===== config.mk =====
export PLATFORM = sky130hd
export DESIGN_NAME = uart_fifo_tx
export DESIGN_NICKNAME = d
export VERILOG_FILES = /design/src/rtl/uart_pkg.sv /design/src/rtl/uart_fifo_tx_baud_tick.sv /design/src/rtl/uart_fifo_tx.sv
export SDC_FILE = /design/constraint.sdc
export NUM_CORES = 1
export LEC_CHECK = 0
export CAP_MARGIN = 20
export CORE_MARGIN = 2
export CORE_UTILIZATION = 33
export DETAILED_ROUTE_END_ITERATION = 16
export PLACE_DENSITY = 0.52
export RECOVER_POWER = 100
export SYNTH_ARGS = -nofsm -noshare
export SYNTH_HDL_FRONTEND = slang
export SYNTH_HIERARCHICAL = 1
export SYNTH_SLANG_ARGS = --single-unit

===== constraint.sdc =====
create_clock -name clk_i -period 2.5 [get_ports clk_i]
set_input_delay 0.5 -clock clk_i [delete_from_list [all_inputs] [get_ports clk_i]]
set_output_delay 0.5 -clock clk_i [all_outputs]
set_load 0.01 [all_outputs]

===== src/rtl/uart_pkg.sv =====
// Shared definitions for the FIFO-fed UART transmitter: defaults and FSM encoding.
// UART_TX_PARITY_EN adds the PARITY state to the encoding.
package uart_pkg;

    localparam int DEF_WORD_BITS    = 8;
    localparam int DEF_CLKS_PER_BIT = 868;

    typedef enum logic [2:0] {
        ST_IDLE   = 3'd0,
        ST_FETCH  = 3'd1,
        ST_LOAD   = 3'd2,
        ST_START  = 3'd3,
        ST_DATA   = 3'd4,
`ifdef UART_TX_PARITY_EN
        ST_PARITY = 3'd5,
`endif
        ST_STOP   = 3'd6
    } tx_state_e;

endpackage


===== src/rtl/uart_fifo_tx_baud_tick.sv =====
// Baud counter: counts 0..CLKS_PER_BIT-1 and pulses tick_o on the last count of each bit.
module baud_tick
    import uart_pkg::*;
#(
    parameter int CLKS_PER_BIT = DEF_CLKS_PER_BIT
) (
    input  logic clk_i,
    input  logic reset_i,
    input  logic restart_i,
    output logic tick_o
);
    localparam int               CNT_W = $clog2(CLKS_PER_BIT);
    localparam logic [CNT_W-1:0] LAST  = CNT_W'(CLKS_PER_BIT - 1);

    logic [CNT_W-1:0] cnt_q, cnt_d;

    assign tick_o = (cnt_q == LAST);

    always_comb begin
        cnt_d = cnt_q + 1'b1;
        if (restart_i || tick_o) begin
            cnt_d = '0;
        end
    end

    always_ff @(posedge clk_i or posedge reset_i) begin
        if (reset_i) begin
            cnt_q <= '0;
        end else begin
            cnt_q <= cnt_d;
        end
    end

endmodule


===== src/rtl/uart_fifo_tx.sv =====
// UART transmitter that pops words from a FIFO and sends them as 8N1-style frames.
// Define UART_TX_PARITY_EN to insert an even-parity bit between data and stop.
module uart_fifo_tx
    import uart_pkg::*;
#(
    parameter int WORD_BITS    = DEF_WORD_BITS,
    parameter int CLKS_PER_BIT = DEF_CLKS_PER_BIT
) (
    input  logic                 clk_i,
    input  logic                 reset_i,
    input  logic                 empty_i,
    input  logic [WORD_BITS-1:0] rdata_i,
    output logic                 read_o,
    output logic                 tx_o,
    output logic                 busy_o
);
    // state  | meaning
    // IDLE   | line high, waiting for a non-empty FIFO
    // FETCH  | one-cycle pop strobe
    // LOAD   | FIFO data valid, capture into shift register
    // START  | start bit (low)
    // DATA   | data bits, LSB first
    // PARITY | even parity of the word (optional)
    // STOP   | stop bit (high); last cycle chains to FETCH if more data
    localparam int BIT_CNT_W = $clog2(WORD_BITS + 1);

    tx_state_e            state_q, state_d;
    logic [WORD_BITS-1:0] shift_q, shift_d;
    logic [BIT_CNT_W-1:0] bit_cnt_q, bit_cnt_d;
    logic                 tx_q, tx_d;
    logic                 baud_restart;
    logic                 bit_tick;
    logic                 last_bit;
`ifdef UART_TX_PARITY_EN
    logic                 parity_q, parity_d;
`endif

    baud_tick #(
        .CLKS_PER_BIT(CLKS_PER_BIT)
    ) u_baud_tick (
        .clk_i    (clk_i),
        .reset_i  (reset_i),
        .restart_i(baud_restart),
        .tick_o   (bit_tick)
    );

    assign last_bit = (bit_cnt_q == BIT_CNT_W'(WORD_BITS - 1));
    assign tx_o     = tx_q;

    always_ff @(posedge clk_i or posedge reset_i) begin
        if (reset_i) begin
            state_q <= ST_IDLE;
        end else begin
            state_q <= state_d;
        end
    end

    always_comb begin
        state_d = state_q;
        case (state_q)
            ST_IDLE:   if (!empty_i) state_d = ST_FETCH;
            ST_FETCH:  state_d = ST_LOAD;
            ST_LOAD:   state_d = ST_START;
            ST_START:  if (bit_tick) state_d = ST_DATA;
`ifdef UART_TX_PARITY_EN
            ST_DATA:   if (bit_tick && last_bit) state_d = ST_PARITY;
            ST_PARITY: if (bit_tick) state_d = ST_STOP;
`else
            ST_DATA:   if (bit_tick && last_bit) state_d = ST_STOP;
`endif
            ST_STOP:   if (bit_tick) state_d = empty_i ? ST_IDLE : ST_FETCH;
            default:   state_d = ST_IDLE;
        endcase
    end

    // tx_d is derived from the next state so the registered line lines up with state_q.
    always_comb begin
        read_o       = (state_q == ST_FETCH);
        busy_o       = (state_q != ST_IDLE);
        baud_restart = (state_q == ST_IDLE) || (state_q == ST_FETCH) || (state_q == ST_LOAD);
        shift_d      = shift_q;
        bit_cnt_d    = bit_cnt_q;
        if (state_q == ST_LOAD) begin
            shift_d   = rdata_i;
            bit_cnt_d = '0;
        end else if (state_q == ST_DATA && bit_tick) begin
            shift_d   = shift_q >> 1;
            bit_cnt_d = bit_cnt_q + 1'b1;
        end
`ifdef UART_TX_PARITY_EN
        parity_d = (state_q == ST_LOAD) ? ^rdata_i : parity_q;
`endif
        case (state_d)
            ST_START:  tx_d = 1'b0;
            ST_DATA:   tx_d = shift_d[0];
`ifdef UART_TX_PARITY_EN
            ST_PARITY: tx_d = parity_q;
`endif
            default:   tx_d = 1'b1;
        endcase
    end

    always_ff @(posedge clk_i or posedge reset_i) begin
        if (reset_i) begin
            shift_q   <= '0;
            bit_cnt_q <= '0;
            tx_q      <= 1'b1;
`ifdef UART_TX_PARITY_EN
            parity_q  <= 1'b0;
`endif
        end else begin
            shift_q   <= shift_d;
            bit_cnt_q <= bit_cnt_d;
            tx_q      <= tx_d;
`ifdef UART_TX_PARITY_EN
            parity_q  <= parity_d;
`endif
        end
    end

endmodule


# --- Word level (Yosys, flattened, before mapping) ---
# Cells that the tools add are included.
classes:
  eq_ne: 9
  bitwise: 0
  div: 0
  n_addsub: 2
  shifts: 0
  n_reduce_logical: 8
  order_cmp: 0
  n_mux: 12
  mul: 0
op_table:
  columns: ["cell", "count"]
  rows:
  - ["case mux 3 bit (6 select lines)", 1]
  - ["2-to-1 mux 8 bit", 2]
  - ["2-to-1 mux 3 bit", 4]
  - ["adder 10 x 1 -> 10 bit (second input constant)", 1]
  - ["== test 10 bit (second input constant)", 1]
  - ["2-to-1 mux 10 bit", 1]
  - ["== test 3 x 2 -> 1 bit (second input constant)", 3]
  - ["== test 3 bit (second input constant)", 3]
  - ["2-to-1 mux 4 bit", 2]
  - ["adder 4 x 1 -> 4 bit (second input constant)", 1]
  - ["== test 4 x 3 -> 1 bit (second input constant)", 1]
  - ["== test 3 x 1 -> 1 bit (second input constant)", 1]
  - ["zero test 3 bit", 1]
  - ["logical OR 1 bit", 3]
  - ["nonzero test 3 bit", 1]
  - ["logical AND 1 bit", 2]
  - ["case mux 1 bit (2 select lines)", 1]
  - ["nonzero test 2 bit", 1]
  - ["2-to-1 mux 1 bit", 1]
totals:
  mem_bits_rw: 0
  latchBits: 0
  word_cells: 37
  inputBits: 11
  mem_bits_ro: 0
  output_inout_bits: 3
  ff_bits: 26
  memories: 0

# --- Logic depth before layout (Yosys ltp) ---
# Gate-level depths: netlist of run 1.
logic_depth:
  depth_word: 6
  ltp_mapped: 7
  mapped_depth_nobuf: 6

# --- Modules after synthesis ---
# Netlist of run 1, hierarchy kept.
by_module_without_submodules:
  columns: ["module", "n_inst", "area_per_inst_um2", "seq_area_each_um2", "cells_each"]
  rows:
  - ["uart_fifo_tx", 1, 840.8, 401.6, 87]
  - ["baud_tick", 1, 569.3, 250.2, 57]

# --- Worst setup path before layout of run 1 ---
# No wires, ideal clock.
synth_timing:
  path_kind: "register to register"
  startpoint: "register u_baud_tick.cnt_q[0]"
  endpoint: "register bit_cnt_q[2]"
  stages_incl_launch_ff: 8
  setup_ps: 77
  required_ps: 2423
  setup_slack_ps: 269
  synth_period_minus_slack_ps: 2231
  arrival_ps: 2154
  n_path_buf: 1
  path_cell_list: "dfrtp_1 -> ha_1 -> nand4bb_4 -> nor4_1 -> nand4bb_1 -> buf_6 -> or3_1 -> a21oi_1"
synth_via:
  elab_chain_len: 3
synth_lines:
  columns: ["item", "line", "text"]
  rows:
  - ["start: declaration", "uart_fifo_tx_baud_tick.sv:15", "logic [CNT_W-1:0] cnt_q, cnt_d;"]
  - ["start signal: assignment", "uart_fifo_tx_baud_tick.sv:30", "cnt_q <= cnt_d;"]
  - ["== test 10 bit", "uart_fifo_tx_baud_tick.sv:17", "assign tick_o = (cnt_q == LAST);"]
  - ["net bit_tick", "uart_fifo_tx.sv:32", "logic bit_tick;"]
  - ["logical AND 1 bit", "uart_fifo_tx.sv:86", "end else if (state_q == ST_DATA && bit_tick) begin"]
  - ["nonzero test 2 bit (no source line)", null, null]
  - ["end signal: assignment", "uart_fifo_tx.sv:113", "bit_cnt_q <= bit_cnt_d;"]
  - ["end: declaration", "uart_fifo_tx.sv:29", "logic [BIT_CNT_W-1:0] bit_cnt_q, bit_cnt_d;"]
# The timed path passes the listed nets, and every way through them passes these cells.
# A chain may end at the register's enable or synchronous reset.

# --- Final worst setup path of run 1 ---
layout_timing:
  startpoint: "register state_q[2]"
  endpoint: "output busy_o"
layout_via:
  elab_chain_len: 1
layout_lines:
  columns: ["item", "line", "text"]
  rows:
  - ["start: declaration", "uart_fifo_tx.sv:27", "tx_state_e state_q, state_d;"]
  - ["start signal: assignment", "uart_fifo_tx.sv:54", "state_q <= state_d;"]
  - ["nonzero test 3 bit", "uart_fifo_tx.sv:79", "busy_o = (state_q != ST_IDLE);"]
  - ["end: declaration", "uart_fifo_tx.sv:15", "output logic busy_o"]
# No other way between the ends.

==> results of run 1 <==
[Yosys cell counts (3+ instances only)]
| cell type | instances |
|---|---|
| o21ai_0 | 15 |
| xnor2_1 | 3 |
| buf_4 | 3 |
| nand4_1 | 3 |
| inv_1 | 7 |
| nand2b_1 | 3 |
| nand3_1 | 9 |
| buf_2 | 4 |
| a21oi_1 | 10 |
| dfrtp_1 | 25 |
| mux2i_1 | 7 |
| nand2_1 | 14 |
| or3_1 | 7 |
| nor2_1 | 8 |
[where the power goes]
part           switching (mW)  internal [mW]  total [mW]
logic                  0.0129         0.0176      0.0305
registers             0.00398          0.427       0.431
clock network           0.134          0.214       0.348
total                   0.151          0.659       0.809
[logic make-up after synthesis]
logic type | count (synthesis) | synth area share
and+or+nand+nor | 55 | 0.225
AOI/OAI and AO/OA | 33 | 0.149
DFF | 26 | 0.462
buffers and inverters | 16 | 0.0648
muxes | 7 | 0.0497
xor gates and xnor gates | 5 | 0.0311
adders and majority gates | 2 | 0.0177
[how the worst max path moves through the flow]
stage,from,endpoint,cells past startpoint
4_1_cts,u_baud_tick/cnt_q[0]$_DFF_PP0_,shift_q[3]$_DFFE_PP0P_,7
6_report,state_q[2]$_DFF_PP0_,busy_o,2
3_5_place_dp,u_baud_tick/cnt_q[0]$_DFF_PP0_,shift_q[3]$_DFFE_PP0P_,7
2_1_floorplan,u_baud_tick/cnt_q[0]$_DFF_PP0_,bit_cnt_q[2]$_DFFE_PP0P_,7
3_3_place_gp,u_baud_tick/cnt_q[0]$_DFF_PP0_,shift_q[1]$_DFFE_PP0P_,7
5_1_grt,u_baud_tick/cnt_q[0]$_DFF_PP0_,shift_q[6]$_DFFE_PP0P_,7
[worst max-delay path, stage by stage, from the launching register on]
cell,delay (ns)
dfrtp_1,0.50
or3_1,0.39
dlygate4sd3_1,0.60
[stage by stage]
| step | hold WS [ns] | util | instance area (um^2) | cells |
|---|---|---|---|---|
| finish | 0.540 | 0.397 | 1610 | 205 |
| global route | 0.587 | 0.397 | 1610 | 205 |
| CTS | 0.540 | 0.403 | 1640 | 205 |
| detailed placement | 0.533 | 0.386 | 1570 | 201 |
| global placement | 0.512 | 0.386 | 1570 | 201 |
| floorplan | 0.340 | - | 1410 | 144 |
[per-layer routing]
layer / share of wire / wire [um]
met4: 0.019 / 48
met2: 0.45 / 1170
met5: 0 / 0
met1: 0.50 / 1270
met3: 0.029 / 74
[area by class of cell]
cell class	instances	area [um^2]	share of cell area
flip-flops and latches	26	652	0.405
multi-input cells	102	649	0.403
repair buffers	16	149	0.0925
well taps	50	62.6	0.0389
clock buffers	3	41.3	0.0256
clock inverters	1	30.0	0.0186
inverters	7	26.3	0.0163
[cell usage in the layout, fill, tap and decap left out, types with 3 or more instances in the layout]
master | synthesis | routed
dfrtp_1 | 25 | 25
o21ai_0 | 15 | 15
nand2_1 | 14 | 14
a21oi_1 | 10 | 10
nand3_1 | 9 | 9
clkdlybuf4s50_1 | 0 | 9
nor2_1 | 8 | 8
inv_1 | 7 | 7
or3_1 | 7 | 7
mux2i_1 | 7 | 7
dlygate4sd3_1 | 0 | 4
xnor2_1 | 3 | 3
nand2b_1 | 3 | 3
nand4_1 | 3 | 3
clkbuf_8 | 0 | 3
[registers in the layout, summed over array words and instances, names as in the netlist]
name / cells
bit_cnt_q: 4
tx_o: 1
u_baud_tick/cnt_q: 10
shift_q: 8
state_q: 3
==> results.cfg, run 1 <==
[sta]
finalCriticalPeriod_ns = 2.27
clock_skew_ns = 0.00814
tightest_slew_ns = 0.822
fmax_mhz = 441
fin_crit_sh = 0.907
grt_setup_unrepaired = false
finalSetupViolCount = 0
slew_headroom = 0.446
setup-tns-final_ns = 0
worst_slack_ns = 0.234
hold_viol_final = 0
finalMaxSlewViolations = 0

[worst_hold_path]
min_path_cells = 2
whs_endpoint = shift_q[7]$_DFFE_PP0P_
hold_path_startpoint = shift_q[7]$_DFFE_PP0P_
hp-class = register to register

[yosys]
synth_edf_count = 0
ys_types = 35
ys.flop_type = dfrtp_1
synth_area_per_cell_um2 = 9.79
ys_seq_area_frac = 0.462
syn_inst = 144
synth_area_um2 = 1410
yosys-top-cells-area = dfrtp_1, o21ai_0, mux2i_1, nand2_1, a21oi_1
async_reset_ff_frac = 1.00
yosys_warnings = 6
synth_top_area_cell = dfrtp_1
ys_ff_latch = 26
synth_nets = 157
synth_largest_type_area_fraction = 0.444

[cells_and_area]
layout-area-overhead-vs-synth_pct = 14.2
drive_above_1_share = 0.0710
n_antenna_cell = 0
fin_nets = 169
fill_cells = 413

[clock_network]
cts.path.max_buffers = 2
clock_latency_ns = 0.28
cts_max_level = 1
clk_pin_slew_ns = 0.09
cts-resized-gates = 0
cts_buffers = 3
hold_buffers = 0
root_buffer = clkbuf_8
cts_sinks = 26
cts_setup_buffers = 0
cts_tree = done

[die]
pin_count = 14
die_x_um = 69.4
rows = 23
die_area_um2 = 4810
start_util = 0.348
fp.dieH_um = 69.4
fp.coreArea_um2 = 4060

[place]
place.gp.congestion = 0.734
place_hpwl_um = 1840
dp_slack_ns = 0.272
io_buffers = 13

[global_routing]
antenna_found_initial = 0
grt_use_met1 = 0.148
grt_pass1_vias = 1050
top_usage_layer = met2
grtUsageTotal = 0.117
use_met2 = 0.191
grt_pass1_wl_um = 4590
grt_max_degree = 21
grtUsageMet3 = 0.0233
gr-total-overflow = 0

[worst_setup_path]
rrSetupSlack_ns = 0.29
critical_path_class = register to output port
crit_path_start_kind = register
crit-reg2reg-launch = u_baud_tick/cnt_q[0]$_DFF_PP0_
cp.required_ns = 2.00
r2r-end = shift_q[3]$_DFFE_PP0P_
crit_path_end_kind = output port
cp_max_fo = 11
cp.arrival_ns = 1.77
reg2regPathDepth = 7

[detailed_routing]
dr.first_iter.drc_count = 46
drt_pass1_iterations = 4
detail-route-antenna-nets = 0
wire_per_inst_um = 12.5
vias_per_cell = 5.16
drc = 0
vias = 1058
drt-total-wl_um = 2560

[power]
max-vdd-ir-drop_mv = 0.159
power_mw = 0.809
power.density_nw_per_um2 = 503
p_leak_nw = 0.670

[flow_run]
maxCapViolations = 0

[outcome]
outcome = finished, final reports clean
Note: power is estimated with default switching activity, not from simulation.
==> run 2, diff against run 1 <==
- DONT_BUFFER_PORTS: unset -> 1
- PLACE_DENSITY: 0.52 -> 0.48
==> run 2 against run 1 <==
- combinational power is 49% lower
- sequential power is essentially flat
- first-iteration DRC count fell by 15%
- setup slack gained 0.077 ns
- fmax grew 3.5%
- non-clock buffer count fell by 13
- final area is 7.8% lower
- register-to-register slack gained 0.02 ns
- cell count decreased by 6.3%
- highest routed layer unchanged
==> results.cfg, run 2 (synthesis results as in run 1) <==
[detailed_routing]
wire_per_inst_um = 13.4
detail-route-antenna-nets = 0
vias_per_cell = 5.21
drt-total-wl_um = 2570
vias = 1000
drt_pass1_iterations = 4
drc = 0
dr.first_iter.drc_count = 39

[cells_and_area]
final_cell_area_um2 = 1480
final_common_cell = dfrtp_1
fin_nets = 156
largest_reg_flops = 10
fin_util = 0.366
reg_top3 = u_baud_tick/cnt_q x10, shift_q x8, bit_cnt_q x4
fill_cells = 415
stdcell_count = 192
top_register = u_baud_tick/cnt_q
n_antenna_cell = 0
mostFrequentLayoutCells = dfrtp_1, o21ai_0, nand2_1, a21oi_1, nand3_1
layout-area-overhead-vs-synth_pct = 5.23
multi_input_area_um2 = 649
drive_above_1_share = 0.0775
ff_latch_area_um2 = 652

[clock_network]
cts_buffers = 3
cts_max_level = 1
root_buffer = clkbuf_8
cts_tree = done
cts.path.max_buffers = 2
hold_buffers = 0
cts_sinks = 26
cts_setup_buffers = 0
cts-resized-gates = 0
clock_latency_ns = 0.27
clk_pin_slew_ns = 0.10

[sta]
clock_skew_ns = 0.00893
grt_setup_unrepaired = false
finalSetupViolCount = 0
setup-tns-final_ns = 0
timing.hold.ws_ns = 0.0941
finalCriticalPeriod_ns = 2.19
finalMaxSlewViolations = 0
tightest_slew_ns = 0.894
slew_headroom = 0.398
fmax_mhz = 457
fin_crit_sh = 0.876
hold_viol_final = 0

[global_routing]
gr-total-overflow = 0
grt_max_degree = 21
grtUsageTotal = 0.119
grt_pass1_vias = 1060
antenna_found_initial = 0
grt_pass1_wl_um = 4750

[place]
io_buffers = 0
place_inst = 188
place_hpwl_um = 1810
place_area_um2 = 1440
place.gp.congestion = 0.781

[worst_setup_path]
crit_chain = ha_1 > nand4bb_2 > nor4_1 > nand4bb_1 > or3_1 > a21oi_1
slowest_delay_ns = 0.43
path_delay_family = simple AND/OR/NAND/NOR gates
crit_path_end_kind = register
slowest_stage = dfrtp_1
critical_path_class = register to register
cp.required_ns = 2.71
cp.arrival_ns = 2.39
cp_max_fo = 7
crit_path_start_kind = register
crit_buf_inv = 0

[outcome]
outcome = finished, final reports clean

[die]
pin_count = 14
die_x_um = 69.4
start_util = 0.348
die_area_um2 = 4810
fp.dieH_um = 69.4
rows = 23
fp.coreArea_um2 = 4060

[power]
intPower_mw = 0.646
combPwrFrac = 0.020
swShare = 0.191
power.density_nw_per_um2 = 538
seqPwrFrac = 0.540
switchingPower_mw = 0.152
max-vdd-ir-drop_mv = 0.202
pwr-share-clk = 0.441
p_leak_nw = 0.618

[worst_hold_path]
hp-class = input pin to asynchronous set/reset pin

[flow_run]
maxCapViolations = 0
## run 2: cell count changes in the layout (fill, tap and decap cells not counted), sizes merged
cell,change
buf,+1
clkbuf,-1
clkdlybuf4s50,-9
dlygate4sd3,-4
## run 2: layout make-up
cell class,count,area share
tap,50,0.0422
inverter,7,0.0177
sequential,26,0.439
timing repair buffer,3,0.0152
clock inverter,1,0.0202
multi-input combinational,102,0.438
clock buffer,3,0.0278
## run 2: stage by stage
stage	worst slack (ns)	power [mW]
after floorplan	0.269	0.451
after global placement	0.334	0.455
after detailed placement	0.298	0.456
after CTS	0.269	0.810
after global routing	0.00692	0.838
final	0.311	0.798
## run 2: power by group through the flow
stage / Sequential, mW / Combinational (mW) / Clock, mW
finish: 0.431 / 0.0156 / 0.352
global route: 0.432 / 0.0190 / 0.387
CTS: 0.431 / 0.0166 / 0.363
detailed placement: 0.439 / 0.0167 / 0
global placement: 0.439 / 0.0162 / 0
floorplan: 0.438 / 0.0127 / 0
## run 2: worst paths after layout
kind,startpoint,end,slack (ns),depth (start not counted)
min in group clk_i,rdata_i[2],shift_q[2]$_DFFE_PP0P_,0.33,2
min reg2reg,u_baud_tick/cnt_q[0]$_DFF_PP0_,u_baud_tick/cnt_q[0]$_DFF_PP0_,0.54,1
max in group asynchronous,reset_i,shift_q[3]$_DFFE_PP0P_,1.91,1
max,u_baud_tick/cnt_q[0]$_DFF_PP0_,bit_cnt_q[3]$_DFFE_PP0P_,0.31,6
max reg2reg,u_baud_tick/cnt_q[0]$_DFF_PP0_,bit_cnt_q[3]$_DFFE_PP0P_,0.31,6
min,reset_i,u_baud_tick/cnt_q[3]$_DFF_PP0_,0.09,1
## run 2: layer usage
| layer | vias to the layer above | GRT usage | wire, um |
|---|---|---|---|
| li1 | 508 | - | - |
| met1 | 477 | 0.163 | 1340 |
| met2 | 11 | 0.183 | 1120 |
| met3 | 4 | 0.0247 | 70 |
| met4 | 0 | 0.0501 | 36 |
| met5 | - | 0 | 0 |
==> edit (flow settings as in run 1) <==
Make the reset (`reset_i`) synchronous in 3 clocked blocks.
--- a/src/rtl/uart_fifo_tx_baud_tick.sv
+++ b/src/rtl/uart_fifo_tx_baud_tick.sv
@@ -23,7 +23,7 @@
         end
     end
 
-    always_ff @(posedge clk_i or posedge reset_i) begin
+    always_ff @(posedge clk_i) begin
         if (reset_i) begin
             cnt_q <= '0;
         end else begin
--- a/src/rtl/uart_fifo_tx.sv
+++ b/src/rtl/uart_fifo_tx.sv
@@ -47,7 +47,7 @@
     assign last_bit = (bit_cnt_q == BIT_CNT_W'(WORD_BITS - 1));
     assign tx_o     = tx_q;
 
-    always_ff @(posedge clk_i or posedge reset_i) begin
+    always_ff @(posedge clk_i) begin
         if (reset_i) begin
             state_q <= ST_IDLE;
         end else begin
@@ -100,7 +100,7 @@
         endcase
     end
 
-    always_ff @(posedge clk_i or posedge reset_i) begin
+    always_ff @(posedge clk_i) begin
         if (reset_i) begin
             shift_q   <= '0;
             bit_cnt_q <= '0;
Formal check against the unedited RTL: differs if reset_i is asserted again (counterexample within 4 cycles, from zero or initial values and one cycle with reset_i high); with reset_i held inactive, the same outputs for 10 cycles.
==> edit against run 1 <==
Count of clock-buffer cells in the layout stayed put; final area is 10% lower; setup slack worse by 0.037 ns; routed wire length is 15% lower; synthesized area is 14% lower; sequential cell count stayed put.
Power is not compared: it rests on default switching activity, and its combinational part moved more than twofold at a synthesized area within 25%.
==> edit: results (changes against run 1) <==
INFO  metric status = finished, final reports clean
INFO  metric synth_xor_xnor_area_share = 5.75% (+2.6 points)
INFO  metric grt_first_pass_wirelength = 3730 microns (-19%)
INFO  metric timing.hold.worst_path_depth = 1 (-1)
INFO  metric first_iter_violations = 55 (+20%)
INFO  metric netlist_top_cells_count = dfxtp_1 (26), nor2_1 (21), mux2i_1 (8)
INFO  metric seq_area_frac_synth = 42.7% (-3.5 points)
INFO  metric synth_async_sr_flop_share = 0% (-100 points)
INFO  metric synthesis.yosys.warnings = 6 (unchanged)
INFO  metric num_vias = 963 (-9.0%)
INFO  metric grtUsageTotal = 11.3% (-0.32 points)
INFO  metric first_global_vias = 835 (-20%)
INFO  metric clk_pin_slew = 0.09 ns (about the same)
INFO  metric proportion_of_layout_cells_with_a_drive_suffix_above_1 = 6.71% (-0.39 points)
INFO  metric synth_compound_area_share = 14.0% (-0.94 points)
INFO  metric cts_setup_buffers = 0 (unchanged)
INFO  metric dp_slack = 0.287 ns (+0.0149 ns)
INFO  metric synthFlopType = dfxtp_1
INFO  metric timing_worst_slew_pin_value = 0.540 ns (-0.282 ns)
INFO  metric finalWirelength = 2180 microns (-15%)
INFO  metric netlist_top_cells_area = dfxtp_1 (43%), mux2i_1 (6.6%), nor2_1 (6.5%)
INFO  metric gp_congestion = 0.757 (+3.2%)
INFO  metric post_synth_mux_area_share = 6.57% (+1.6 points)
INFO  metric synth_fp_nets = 149 (-5.1%)
INFO  metric dp_hpwl = 1580 microns (-14%)
INFO  metric synth-adder-area-share = 2.05% (+0.28 points)
INFO  metric path_max_fanout = 7 (-4)
INFO  metric filler_cell_count = 364 (-12%)
INFO  metric worst_ep_arrival_time = 2.44 ns (+0.67 ns)
INFO  metric design.final.nets = 163 (-3.6%)
INFO  metric postPlaceCellArea = 0.00138 sq mm (-12%)
-- edit: cell count changes after synthesis, moves of 7 or more --
cell             run 1  this run
dfxtp_1              0        26
dfrtp_1             25         0
nor2_1               8        21
o21ai_0             15         3
a211oi_1             0         7
nand2_1             14         7
-- edit: final timing paths --
path	from	end	slack [ns]
max	u_baud_tick/cnt_q[3]	shift_q[3]	0.20
min	u_baud_tick/cnt_q[0]	u_baud_tick/cnt_q[0]	0.47
max reg2reg	u_baud_tick/cnt_q[3]	shift_q[3]	0.20
min reg2reg	u_baud_tick/cnt_q[0]	u_baud_tick/cnt_q[0]	0.47
-- edit: cell families (layout without fill, tap and decap cells) --
group           count (synthesis)  count (layout)
buf+inv                         9              22
simple gates                   58              58
fa+ha+maj                       2               2
compound gates                 25              25
flops                          26              26
xor+xnor                        8               8
mux                             8               8
-- edit: power by group through the flow --
stage               Clock, mW  Sequential [mW]  Combinational [mW]
CTS                     0.356            0.445              0.0877
global placement            0            0.455              0.0865
floorplan                   0            0.447              0.0617
global route            0.377            0.449              0.0945
finish                  0.342            0.445              0.0843
detailed placement          0            0.455              0.0870
-- edit: metal layers --
metal	wire, microns	part of all wire (%)	GRT usage [%]	up-vias
met5	0	0	0	-
met4	20	0.92	5.59	0
met3	73	3.4	2.60	2
met2	917	42	16.4	17
met1	1170	54	15.8	438
li1	-	-	-	506
-- edit: cell type report --
cell class,count,area (sq um),share of cell area [%]
clock buffers,3,41.3,2.86
clock inverters,1,30.0,2.08
inverters,2,7.51,0.520
multi-input cells,101,638,44.2
flip-flops and latches,26,520,36.0
well taps,48,60.1,4.16
repair buffers,16,146,10.1
-- edit: worst max-delay path, cell delays in order, from the launching register on --
cell and delay (ns):
dfxtp_1 0.36, nor4b_1 0.54, nand2_1 0.19, nor2_1 0.15, and4bb_2 0.36, clkbuf_2 0.27, mux2i_1 0.22, a211oi_1 0.09
-- edit: per-stage QoR --
step	power, mW	util (%)	instances
floorplan	0.509	-	136
global placement	0.542	38.3	193
detailed placement	0.542	38.3	193
CTS	0.889	40.3	197
global route	0.920	40.0	197
finish	0.872	40.0	197
